==> src/rtl/pixel_denormalizer_if.sv <==
// Stream bundle for the denormalizer: fixed-point samples in, 8-bit pixels out.
interface pixel_denormalizer_if;
  logic        in_valid;
  logic        in_ready;
  logic [15:0] in_data;
  logic        out_valid;
  logic        out_ready;
  logic [7:0]  out_pixel;
  logic        out_last;

  // Producer of samples and consumer of pixels.
  modport master (
    output in_valid,
    output in_data,
    output out_ready,
    input  in_ready,
    input  out_valid,
    input  out_pixel,
    input  out_last
  );

  // The denormalizer itself.
  modport slave (
    input  in_valid,
    input  in_data,
    input  out_ready,
    output in_ready,
    output out_valid,
    output out_pixel,
    output out_last
  );
endinterface

==> src/rtl/pixel_denormalizer.sv <==
// Converts signed fixed-point CNN outputs back to 8-bit pixels: round, clamp to 0..255,
// tag the last pixel of each frame, and count saturated pixels. Two-stage elastic pipe.
module pixel_denormalizer #(
  parameter int unsigned FRAC_BITS    = 8,
  parameter int unsigned FRAME_PIXELS = 784
) (
  input  logic                 clk,
  input  logic                 rst,
  pixel_denormalizer_if.slave  bus,
  input  logic                 sat_clr,
  output logic [15:0]          sat_count
);

  localparam int unsigned Sh      = FRAC_BITS - 8;
  localparam logic [15:0] LastIdx = 16'(FRAME_PIXELS - 1);

  logic               in_ready_w;
  logic               in_beat;
  logic               out_beat;
  logic               s2_load;
  logic               idx_last;
  logic signed [16:0] rnd;

  logic [15:0]        idx_q, idx_d;
  logic               s1_valid_q, s1_valid_d;
  logic signed [16:0] s1_val_q, s1_val_d;
  logic               s1_last_q, s1_last_d;
  logic [7:0]         clamp_pix;
  logic               clamp_sat;
  logic               s2_valid_q, s2_valid_d;
  logic [7:0]         s2_pixel_q, s2_pixel_d;
  logic               s2_last_q, s2_last_d;
  logic               s2_sat_q, s2_sat_d;
  logic [15:0]        sat_count_q, sat_count_d;

  // S2 takes new data when empty or when its pixel leaves this cycle.
  assign s2_load    = !s2_valid_q || bus.out_ready;
  assign in_ready_w = !s1_valid_q || s2_load;
  assign in_beat    = bus.in_valid && in_ready_w;
  assign out_beat   = s2_valid_q && bus.out_ready;
  assign idx_last   = (idx_q == LastIdx);

  // Round half up by adding half an LSB before the arithmetic shift; 17 bits cannot overflow.
  if (Sh == 0) begin : g_no_round
    assign rnd = $signed({bus.in_data[15], bus.in_data});
  end else begin : g_round
    localparam logic signed [16:0] Bias = 17'sd1 <<< (Sh - 1);
    assign rnd = ($signed({bus.in_data[15], bus.in_data}) + Bias) >>> Sh;
  end

  // Stage 1 next state: capture rounded value and end-of-frame tag on an input beat.
  always_comb begin
    s1_valid_d = s1_valid_q;
    s1_val_d   = s1_val_q;
    s1_last_d  = s1_last_q;
    if (in_ready_w) begin
      s1_valid_d = bus.in_valid;
      if (bus.in_valid) begin
        s1_val_d  = rnd;
        s1_last_d = idx_last;
      end
    end
  end

  // Clamp the stage-1 value into pixel range and flag saturation.
  always_comb begin
    clamp_pix = s1_val_q[7:0];
    clamp_sat = 1'b0;
    if (s1_val_q[16]) begin
      clamp_pix = 8'h00;
      clamp_sat = 1'b1;
    end else if (|s1_val_q[15:8]) begin
      clamp_pix = 8'hFF;
      clamp_sat = 1'b1;
    end
  end

  // Stage 2 next state: take clamped pixel whenever it may load.
  always_comb begin
    s2_valid_d = s2_valid_q;
    s2_pixel_d = s2_pixel_q;
    s2_last_d  = s2_last_q;
    s2_sat_d   = s2_sat_q;
    if (s2_load) begin
      s2_valid_d = s1_valid_q;
      if (s1_valid_q) begin
        s2_pixel_d = clamp_pix;
        s2_last_d  = s1_last_q;
        s2_sat_d   = clamp_sat;
      end
    end
  end

  // Frame index and sticky saturation counter; clear beats a same-cycle increment.
  always_comb begin
    idx_d = idx_q;
    if (in_beat) begin
      idx_d = idx_last ? 16'h0000 : idx_q + 16'h0001;
    end
    sat_count_d = sat_count_q;
    if (sat_clr) begin
      sat_count_d = 16'h0000;
    end else if (out_beat && s2_sat_q && (sat_count_q != 16'hFFFF)) begin
      sat_count_d = sat_count_q + 16'h0001;
    end
  end

  // State registers; reset empties the pipe and restarts the frame.
  always_ff @(posedge clk or negedge rst) begin
    if (!rst) begin
      idx_q       <= '0;
      s1_valid_q  <= 1'b0;
      s1_val_q    <= '0;
      s1_last_q   <= 1'b0;
      s2_valid_q  <= 1'b0;
      s2_pixel_q  <= '0;
      s2_last_q   <= 1'b0;
      s2_sat_q    <= 1'b0;
      sat_count_q <= '0;
    end else begin
      idx_q       <= idx_d;
      s1_valid_q  <= s1_valid_d;
      s1_val_q    <= s1_val_d;
      s1_last_q   <= s1_last_d;
      s2_valid_q  <= s2_valid_d;
      s2_pixel_q  <= s2_pixel_d;
      s2_last_q   <= s2_last_d;
      s2_sat_q    <= s2_sat_d;
      sat_count_q <= sat_count_d;
    end
  end

  assign bus.in_ready  = in_ready_w;
  assign bus.out_valid = s2_valid_q;
  assign bus.out_pixel = s2_pixel_q;
  assign bus.out_last  = s2_valid_q && s2_last_q;
  assign sat_count     = sat_count_q;

endmodule

==> src/flat_wrapper.sv <==
// flat-port wrapper written by rule: the top's interface ports become plain ports
module pixel_denormalizer_flat 
#(
  parameter int unsigned FRAC_BITS    = 8,
  parameter int unsigned FRAME_PIXELS = 784
)
  (clk, rst, sat_clr, sat_count, bus_in_valid, bus_in_data, bus_out_ready, bus_in_ready, bus_out_valid, bus_out_pixel, bus_out_last);
  pixel_denormalizer_if bus_i ();
  input  logic clk;
  input  logic rst;
  input  logic sat_clr;
  output logic [15:0] sat_count;
  input wire logic [$bits(bus_i.in_valid)-1:0] bus_in_valid;
  input wire logic [$bits(bus_i.in_data)-1:0] bus_in_data;
  input wire logic [$bits(bus_i.out_ready)-1:0] bus_out_ready;
  output wire logic [$bits(bus_i.in_ready)-1:0] bus_in_ready;
  output wire logic [$bits(bus_i.out_valid)-1:0] bus_out_valid;
  output wire logic [$bits(bus_i.out_pixel)-1:0] bus_out_pixel;
  output wire logic [$bits(bus_i.out_last)-1:0] bus_out_last;
  assign bus_i.in_valid = bus_in_valid;
  assign bus_i.in_data = bus_in_data;
  assign bus_i.out_ready = bus_out_ready;
  assign bus_in_ready = bus_i.in_ready;
  assign bus_out_valid = bus_i.out_valid;
  assign bus_out_pixel = bus_i.out_pixel;
  assign bus_out_last = bus_i.out_last;
  pixel_denormalizer #(.FRAC_BITS(FRAC_BITS), .FRAME_PIXELS(FRAME_PIXELS)) u_core (.clk(clk), .rst(rst), .bus(bus_i), .sat_clr(sat_clr), .sat_count(sat_count));
endmodule
==> config.mk <==
export PLATFORM = sky130hd
export DESIGN_NAME = pixel_denormalizer_flat
export DESIGN_NICKNAME = d
export VERILOG_FILES = /design/src/rtl/pixel_denormalizer_if.sv /design/src/rtl/pixel_denormalizer.sv /design/src/flat_wrapper.sv
export SDC_FILE = /design/constraint.sdc
export NUM_CORES = 1
export LEC_CHECK = 0
export CAP_MARGIN = 0
export CELL_PAD_IN_SITES_DETAIL_PLACEMENT = 1
export CELL_PAD_IN_SITES_GLOBAL_PLACEMENT = 1
export CORE_MARGIN = 2
export CORE_UTILIZATION = 25
export DETAILED_ROUTE_END_ITERATION = 8
export PLACE_DENSITY_LB_ADDON = 0.25
export RECOVER_POWER = 50
export SLEW_MARGIN = 20
export SYNTH_ARGS = -nofsm -noshare
export SYNTH_HDL_FRONTEND = slang
export SYNTH_SLANG_ARGS = --single-unit
==> constraint.sdc <==
create_clock -name clk -period 1.65 [get_ports clk]
set_input_delay 0.33 -clock clk [delete_from_list [all_inputs] [get_ports clk]]
set_output_delay 0.33 -clock clk [all_outputs]
set_load 0.01 [all_outputs]
==> out/metrics.yaml <==
clk_pin_slew_ns: 0.06
wl_microns: 8130
grt_pass1_wl_microns: 13500
htree_levels: 3
crit_slowest_cell: "mux2_2"
core_area_sq_um: 11400
utilization_pct: 38.9
worstPathMaxFanout: 2
grt_setup_unrepaired: "true"
avgSynthCellArea_sq_um: 9.70
seq_area_frac_synth_pct: 52.1
io_pins: 48
ant_nets: 0
drive_gt1_share_pct: 28.3
grt_max_degree: 25
grt_usage_pct: 13.4
relSlewSlack_pct: 37.2
critical-path-max-stage-delay_ns: 0.36
power.leakage_nw: 2.05
crit_family: "simple AND/OR/NAND/NOR gates"
maxSlewViolCount: 0
wire_per_inst_microns: 14.3
r2r-end: "u_core.sat_count[15]"
cp.arrival_ns: 1.82
min_path_cells: 2
syn_nets: 325
overflow: 0
die-area_sq_um: 12600
r2r_slack_ns: 0.04
nets: 442
synth_edf_count: 0
clock.fmax_ghz: 0.623
via_per_inst: 4.71
syn_area_sq_um: 2930
synth_flop_cell: "dfrtp_1"
die_width_microns: 112
tightest_slew_ns: 0.942
setup_viol: 0
cp.depth: 5
ff2ff_path_depth: 5
rows: 39
vias: 2671
instances_no_fill: 567
initial_core_util_pct: 25.7
hp-class: "flop to flop"
dp_cells: 533
drtIter0Drc: 110
max_cap_viol_count: 0
status: "finished, final reports clean"
fin_crit_sh_pct: 97.3
ys_warn_count: 0
setup_ws_ns: 0.0442
cp-startpoint: "u_core.sat_count[10]"
dp_slack_ns: -0.473
die_h_microns: 112
required_ns: 1.87
finalHoldViolCount: 0
cts_buffers: 9
criticalPathCategory: "flop to flop"
critPathCaptureType: "flop"
ys_ff_latch: 61
endpoint: "u_core.sat_count[15]"
drc: 0
path_buf_inv: 1
antenna_cells: 0
netlist_instances: 302
hpwl_microns: 5800
cts_tree: "built"
cts_sinks: 61
peakVddDrop_v: 0.000446
synth_cell_type_count: 42
dr.pass1.iters: 4
grt_pass1_vias: 2766
cts_root_buf: "clkbuf_16"
place_area_sq_um: 3960
stdcell_area_sq_um: 4440
finClkSkew_ns: 0.0105
clock_latency_ns: 0.33
synth-async-reset-ratio_pct: 100
area_delta_synth_final_pct: 51.7
start_kind: "flop"
final.min_clock_period_ns: 1.61
clk_path_buf_depth: 2
timing.rr.start: "u_core.sat_count[10]"
gp_congestion: 0.748
crit_chain: "buf_4 -> and4_1 -> nand4_1 -> nor4_2 -> mux2_2"
antenna_found_initial: 0
powerDensity_nw_per_um2: 994
portBuffers: 47
-- cell usage in the layout, fill, tap and decap left out, types with 7 or more instances in the layout --
master | synthesis | final
xnor2_1 | 8 | 8
mux2_2 | 7 | 7
o21ai_0 | 9 | 7
nand4_1 | 10 | 10
nor2_1 | 16 | 16
nand2_1 | 72 | 72
dlygate4sd2_1 | 0 | 15
clkbuf_16 | 0 | 9
buf_4 | 1 | 57
o31ai_1 | 14 | 14
dfrtp_1 | 61 | 57
a21oi_1 | 13 | 12
clkdlybuf4s50_1 | 0 | 27
-- sequential cells by signal, indices dropped and copies added, names as in the netlist --
name and flops:
u_core.s1_valid_q 1, u_core.idx_q 16, u_core.s2_last_q 1, u_core.s2_sat_q 1
u_core.sat_count 16, u_core.s1_val_q 16, u_core.bus.out_pixel 8, u_core.bus.out_valid 1
u_core.s1_last_q 1
-- timing repair --
action,4_1_cts,5_1_grt
endpoints found under the setup margin,27,18
hold endpoints to repair,11,0
setup buffers,11,6
resized for setup,22,24
hold buffers,1,0
pin swaps,1,9
gates cloned,0,0
-- stage by stage --
stage / hold WS [ns] / TNS, ns / total power [W]
after floorplan: 0.0344 / -0.0237 / 0.00214
after global placement: 0.280 / -12.63 / 0.00255
after detailed placement: 0.280 / -13.86 / 0.00257
after CTS: 0.453 / -0.00850 / 0.00446
after global routing: 0.494 / -0.187 / 0.00468
final: 0.473 / 0 / 0.00442
-- area by class of cell --
class,instances,area (sq um)
Clock buffer,10,229
Clock inverter,6,63.8
Fill cell,1307,6970
Inverter,4,15.0
Multi-Input combinational cell,227,1430
Sequential cell,61,1530
Tap cell,143,179
Timing Repair Buffer,116,1000
-- synth_stat cells, types with 2 or more instances --
cell	count	area, sq um
nand4_1	10	62.6
nand3b_1	2	15.0
nor4b_1	3	26.3
xnor2_1	8	70.1
dfrtp_1	61	1530
o21ai_0	9	45.0
a21oi_1	13	65.1
ha_1	2	25.0
nor2_1	16	60.1
a311oi_1	2	17.5
mux2_2	7	78.8
nor2b_1	4	25.0
inv_1	4	15.0
buf_1	2	7.51
nand2b_1	4	25.0
buf_2	2	10.0
clkbuf_1	5	18.8
nand4_2	2	25.0
nand3_2	2	20.0
nand2_1	72	270
nor3_1	4	20.0
nand3_1	8	40.0
and2_1	4	25.0
or2_2	2	12.5
or4_1	7	52.6
or2_1	2	12.5
o31ai_1	14	105
nor4_1	7	43.8
and3_1	5	31.3
xor2_1	3	26.3
and4_1	2	17.5
or3_1	4	25.0
-- report_power, final --
part | switching, W | leakage (nW) | internal [W]
sequential | 0.000147 | 0.772 | 0.00168
clock | 0.000702 | 0.138 | 0.00117
combinational | 0.000340 | 1.14 | 0.000386
-- metal layers --
| metal | global-route usage (%) | share of wire (%) | vias to the layer above |
|---|---|---|---|
| met3 | 3.02 | 2.8 | 11 |
| met5 | 0 | 0 | - |
| met4 | 5.93 | 1.7 | 0 |
| met1 | 17.2 | 47 | 1315 |
| met2 | 21.9 | 49 | 38 |
| li1 | - | - | 1307 |
-- cells by family (layout without fill, tap and decap cells) --
group / count (synthesis) / in the layout / synth area share, %
buf+inv: 14 / 136 / 2.01
mux: 7 / 7 / 2.69
xor+xnor: 11 / 11 / 3.29
flops: 61 / 61 / 52.1
fa+ha+maj: 2 / 2 / 0.854
compound gates: 42 / 42 / 9.09
simple gates: 165 / 165 / 30.0
-- worst min path at each step --
stage / startpoint / endpoint / slack (ns)
2_1_floorplan: rst / u_core.bus.out_pixel[0] / 0.03
3_3_place_gp: rst / u_core.sat_count[7] / 0.28
3_5_place_dp: rst / u_core.sat_count[11] / 0.28
4_1_cts: rst / u_core.sat_count[11] / 0.45
5_1_grt: u_core.s1_val_q[2] / u_core.s1_val_q[2] / 0.49
6_report: u_core.s1_val_q[6] / u_core.s1_val_q[6] / 0.47
-- worst register-to-register path, delay by kind of cell (launching register included) --
kind | cells | cell delay (ns)
simple gates | 3 | 0.67
mux | 1 | 0.36
flops | 1 | 0.34
buf+inv | 1 | 0.12
Power figures use the tool's default switching activity.
